$ cat src/rtl/vliw_bundle_packer.sv
// vliw_bundle_packer
//   Packs a stream of scalar ALU ops into 2-slot 32-bit VLIW bundles.
//   Two consecutive ops are paired when their destinations differ.
//   Otherwise the older op goes out alone, with slot 2 duplicating slot 1,
//   so that the second regfile write rewrites the same value.
//   Bundle: [31:24] op1, [23:16] op2, [15:12] dst1, [11:8] dst2, [7:0] 0.
//
// Optional feature: define VLIW_PACK_TIMEOUT_EN to emit a lone pending op
//   after FLUSH_CYCLES consecutive HOLD cycles without an accept.
//
// Ports:
//   clk, rst_n             clock, async active-low reset
//   in_valid/in_ready      scalar op handshake (in_op[7:0], in_dst[3:0])
//   flush                  level; force out the pending op
//   out_valid/out_ready    bundle handshake (out_bundle[31:0])
//   err_illegal            1-cycle pulse: illegal opcode accepted and dropped
//   busy                   pending op held or bundle waiting
module vliw_bundle_packer #(
   parameter int FLUSH_CYCLES = 8
) (
   input  logic        clk,
   input  logic        rst_n,
   input  logic        in_valid,
   output logic        in_ready,
   input  logic [7:0]  in_op,
   input  logic [3:0]  in_dst,
   input  logic        flush,
   output logic        out_valid,
   input  logic        out_ready,
   output logic [31:0] out_bundle,
   output logic        err_illegal,
   output logic        busy
);

   if (FLUSH_CYCLES < 1 || FLUSH_CYCLES > 255) begin : g_bad_flush_cycles
      $error("FLUSH_CYCLES must be in 1..255");
   end

   typedef enum logic {IDLE = 1'b0, HOLD = 1'b1} state_e;

   state_e      state_q, state_d;
   logic [7:0]  a_op_q, a_op_d;
   logic [3:0]  a_dst_q, a_dst_d;
   logic        out_valid_q, out_valid_d;
   logic [31:0] out_bundle_q, out_bundle_d;
   logic        err_q, err_d;

   logic out_free, accept, legal, timeout;

   assign out_free = !out_valid_q || out_ready;
   // in_ready is held low during reset; in HOLD a flush takes the cycle.
   assign in_ready = rst_n && ((state_q == IDLE) || (out_free && !flush));
   assign accept   = in_valid && in_ready;
   assign legal    = (in_op <= 8'h05);

`ifdef VLIW_PACK_TIMEOUT_EN
   logic [7:0] timer_q;
   logic [8:0] timer_inc;

   assign timer_inc = {1'b0, timer_q} + 9'd1;
   // Fires on the cycle whose closing edge brings the count to FLUSH_CYCLES,
   // and keeps firing while the count sits saturated behind a busy output.
   assign timeout   = (state_q == HOLD) && !accept &&
                      (timer_inc >= 9'(FLUSH_CYCLES));

   always_ff @(posedge clk or negedge rst_n) begin
      if (!rst_n) begin
         timer_q <= 8'h00;
      end else if (state_q != HOLD || accept || state_d != HOLD) begin
         timer_q <= 8'h00;
      end else if ({1'b0, timer_q} < 9'(FLUSH_CYCLES)) begin
         timer_q <= timer_inc[7:0];
      end
   end
`else
   assign timeout = 1'b0;
`endif

   always_comb begin
      state_d      = state_q;
      a_op_d       = a_op_q;
      a_dst_d      = a_dst_q;
      out_valid_d  = out_valid_q && !out_ready;
      out_bundle_d = out_bundle_q;
      err_d        = accept && !legal;

      unique case (state_q)
         IDLE: begin
            if (accept && legal) begin
               a_op_d  = in_op;
               a_dst_d = in_dst;
               state_d = HOLD;
            end
         end
         HOLD: begin
            if (flush && out_free) begin
               out_valid_d  = 1'b1;
               out_bundle_d = {a_op_q, a_op_q, a_dst_q, a_dst_q, 8'h00};
               state_d      = IDLE;
            end else if (accept && legal) begin
               // accept in HOLD already implies the output register is free
               out_valid_d = 1'b1;
               if (in_dst != a_dst_q) begin
                  out_bundle_d = {a_op_q, in_op, a_dst_q, in_dst, 8'h00};
                  state_d      = IDLE;
               end else begin
                  out_bundle_d = {a_op_q, a_op_q, a_dst_q, a_dst_q, 8'h00};
                  a_op_d       = in_op;
                  a_dst_d      = in_dst;
               end
            end else if (timeout && out_free) begin
               out_valid_d  = 1'b1;
               out_bundle_d = {a_op_q, a_op_q, a_dst_q, a_dst_q, 8'h00};
               state_d      = IDLE;
            end
         end
         default: state_d = IDLE;
      endcase
   end

   always_ff @(posedge clk or negedge rst_n) begin
      if (!rst_n) begin
         state_q      <= IDLE;
         a_op_q       <= 8'h00;
         a_dst_q      <= 4'h0;
         out_valid_q  <= 1'b0;
         out_bundle_q <= 32'h0;
         err_q        <= 1'b0;
      end else begin
         state_q      <= state_d;
         a_op_q       <= a_op_d;
         a_dst_q      <= a_dst_d;
         out_valid_q  <= out_valid_d;
         out_bundle_q <= out_bundle_d;
         err_q        <= err_d;
      end
   end

   assign out_valid   = out_valid_q;
   assign out_bundle  = out_bundle_q;
   assign err_illegal = err_q;
   assign busy        = (state_q == HOLD) || out_valid_q;

endmodule

$ cat config.mk
export PLATFORM = sky130hd
export DESIGN_NAME = vliw_bundle_packer
export DESIGN_NICKNAME = d
export VERILOG_FILES = /design/src/rtl/vliw_bundle_packer.sv
export SDC_FILE = /design/constraint.sdc
export NUM_CORES = 1
export LEC_CHECK = 0
export CAP_MARGIN = 10
export CORE_MARGIN = 2
export CORE_UTILIZATION = 35
export DETAILED_ROUTE_END_ITERATION = 10
export GPL_ROUTABILITY_DRIVEN = 0
export SETUP_SLACK_MARGIN = 0.2
export SLEW_MARGIN = 0
export SYNTH_ARGS = -nofsm -noshare
export SYNTH_HDL_FRONTEND = slang
export SYNTH_SLANG_ARGS = --single-unit
$ cat constraint.sdc
create_clock -name clk -period 1.9 [get_ports clk]
set_input_delay 0.475 -clock clk [delete_from_list [all_inputs] [get_ports clk]]
set_output_delay 0.475 -clock clk [all_outputs]
set_load 0.02 [all_outputs]
==> impl_metrics.toml <==
[route]
drt_pre_antenna_iters = 2
wl_per_cell_um = 14.46
vias_per_cell = 4.480
drc = 0
vias = 1205
drt_iter0_markers = 21
wl_mm = 3.889
antenna_left = 0

[finish]
diodes = 0
nFillCells = 470
nets = 215
drive_gt1_frac = 0.5226
seqCellArea_um2 = 975.9
multi_input_area_um2 = 942.2
stdcell_area_mm2 = 0.002794
final_util = 0.5436
area_growth_pct = 49.77

[logic_synthesis]
synth_top_family_by_area = "multiplexers"
ys.flop_type = "dfrtp_1"
synthTopCellsByCount = "39 x dfrtp_1, 23 x mux2_2, 20 x mux2_4"
async_reset_ff_frac = 1.000
seq_area_frac_synth = 0.5231
netlist_top_cells_area = "dfrtp_1 52%, mux2_4 16%, mux2_2 14%"
yosysTopAreaCellShare = 0.5231
yosys_warnings = 0
yosysUniqueCellTypes = 22
mappedNetlistArea_mm2 = 0.001866
post-synth-top-count-cell = "dfrtp_1"
ys_seq_elements = 39
syn_avg_cell_area_um2 = 14.69
synth_cells = 127
synth_mux_area_frac = 0.2998
synth_top_area_cell = "dfrtp_1"
synth_compound_area_frac = 0.02683
synth-adder-area-share = 0
synth_xor_area_frac = 0.01878
synth-simple-area-share = 0.06304
synth_edf_count = 0

[grt]
grt_pass1_vias = 1317
grt_overflow = 0
grt_max_degree = 38
grt_first_pass_wirelength_mm = 6.548
antenna_found_initial = 0
grt_usage = 0.1398

[cts]
clock-sinks = 39
cts_buffers = 5
root_buffer = "clkbuf_8"
max-clock-path-buffers = 2
path_clk_slew_ns = 0.07
htree_levels = 2
cts_tree = "built"
ctsHoldBuffers = 0
insertion_delay_ns = 0.29

[worst_setup_path]
r2r-end = "out_bundle[18]"
cp_max_fo = 2
cp.required_ns = 1.42
crit_end = "in_ready"
r2r_cells = 7
cp.arrival_ns = 1.24
cp-start-kind = "register"
path_class = "reg -> out"
worstReg2RegStart = "out_valid"
timing.reg2reg.setup_slack_ns = 0.19
cp-end-kind = "output pin"
startpoint = "out_valid"

[timing]
post-route-period-util = 0.9007
max_freq_mhz = 584.4
drv_slew = 0
holdWs_ns = 0.1134
finalSetupViolations = 0
period_needed_ns = 1.711
fin_tns_setup_ns = 0
rsz0062_at_grt = "yes"
hold_viol = 0
skew_ns = 0.01055

[place]
port_buffers = 44
dpl_cell_area_mm2 = 0.002432
place_hpwl_mm = 2.648

[die]
die_y_um = 77.01
start_util = 0.3630
io_pins = 53
die_x_um = 77.01
core_mm2 = 0.005140
rows = 26
dieArea_mm2 = 0.005930

[flow_run]
maxCapViolations = 0

[status]
status = "complete, no violations"

[pwr]
p_leak_nw = 1.527
p_per_area_mw_per_mm2 = 1100
ir_worst_vdd_uv = 596.3
total_power_mw = 3.074

[hold_path]
hp-class = "in -> async"
## critical path, cell delays in order (launching register included)
cell and delay [ns]:
dfrtp_1 0.39, nor2b_1 0.13, o21ai_1 0.15, and2_4 0.17, buf_6 0.11
## cells in the final DEF (no fill, tap or decap), drive strengths merged
master         synthesis  routed
dfrtp                 39      39
clkdlybuf4s15          0       4
o22a                   1       1
nand2b                 2       2
clkdlybuf4s50          0       1
and3                   2       2
or2                    1       1
buf                   14      35
conb                   1       8
a21oi                  2       2
nand2                  3       4
bufinv                 0       2
mux2                  43      43
o21ai                  4       4
nor4                   1       1
nor2                   1       1
xnor2                  4       4
nand4                  1       1
and2                   7       7
nor2b                  1       1
clkbuf                 0       7
dlygate4sd2            0      29
## layout make-up
class | instances | area share
Tap cell | 70 | 0.03135
Timing Repair Buffer | 70 | 0.2347
Clock buffer | 6 | 0.02597
Sequential cell | 39 | 0.3493
Clock inverter | 2 | 0.02150
Multi-Input combinational cell | 82 | 0.3372
## power by group
group	internal, mW	switching (mW)
combinational	0.627	0.517
clock	0.525	0.281
sequential	1.01	0.110
## flip-flops by register name, indices dropped and copies added, names as in the netlist
name         flops
err_illegal      1
out_valid        1
a_dst_q          4
out_bundle      24
a_op_q           8
state_q          1
## metrics by stage
stage	worst slack, ns	cells
2_1_floorplan	0.09985	134
3_3_place_gp	-0.6078	250
6_report	0.1887	269
5_1_grt	0.09508	269
3_5_place_dp	-0.6101	250
4_1_cts	0.1442	267
## how the worst min path moves through the flow
stage                from    endpoint  slack, ns
CTS                 rst_n     state_q       0.10
floorplan           rst_n  a_dst_q[0]       0.18
detailed placement  rst_n   out_valid       0.41
finish              rst_n     state_q       0.11
global route        rst_n     state_q       0.11
global placement    rst_n   out_valid       0.41
## logic make-up (layout without fill, tap and decap cells)
logic type,after synthesis,in the layout
AOI/OAI and AO/OA,7,7
other,1,8
and+or+nand+nor,19,20
DFF,39,39
buffers and inverters,14,78
xor gates and xnor gates,4,4
muxes,43,43
## timing repair
item / CTS / global route
setup endpoints to repair: 66 / 37
resized for setup: 115 / 12
cloned: 2 / 0
setup buffers: 7 / 2
pin swaps: 9 / 7
## per-layer routing
layer	global-route usage	wire [um]	up-vias
met5	0	0	-
met4	0.03750	48	0
met3	0.04118	199	7
met2	0.2281	1849	39
met1	0.1818	1791	596
li1	-	-	563
Note: power is estimated with default switching activity, not from simulation.
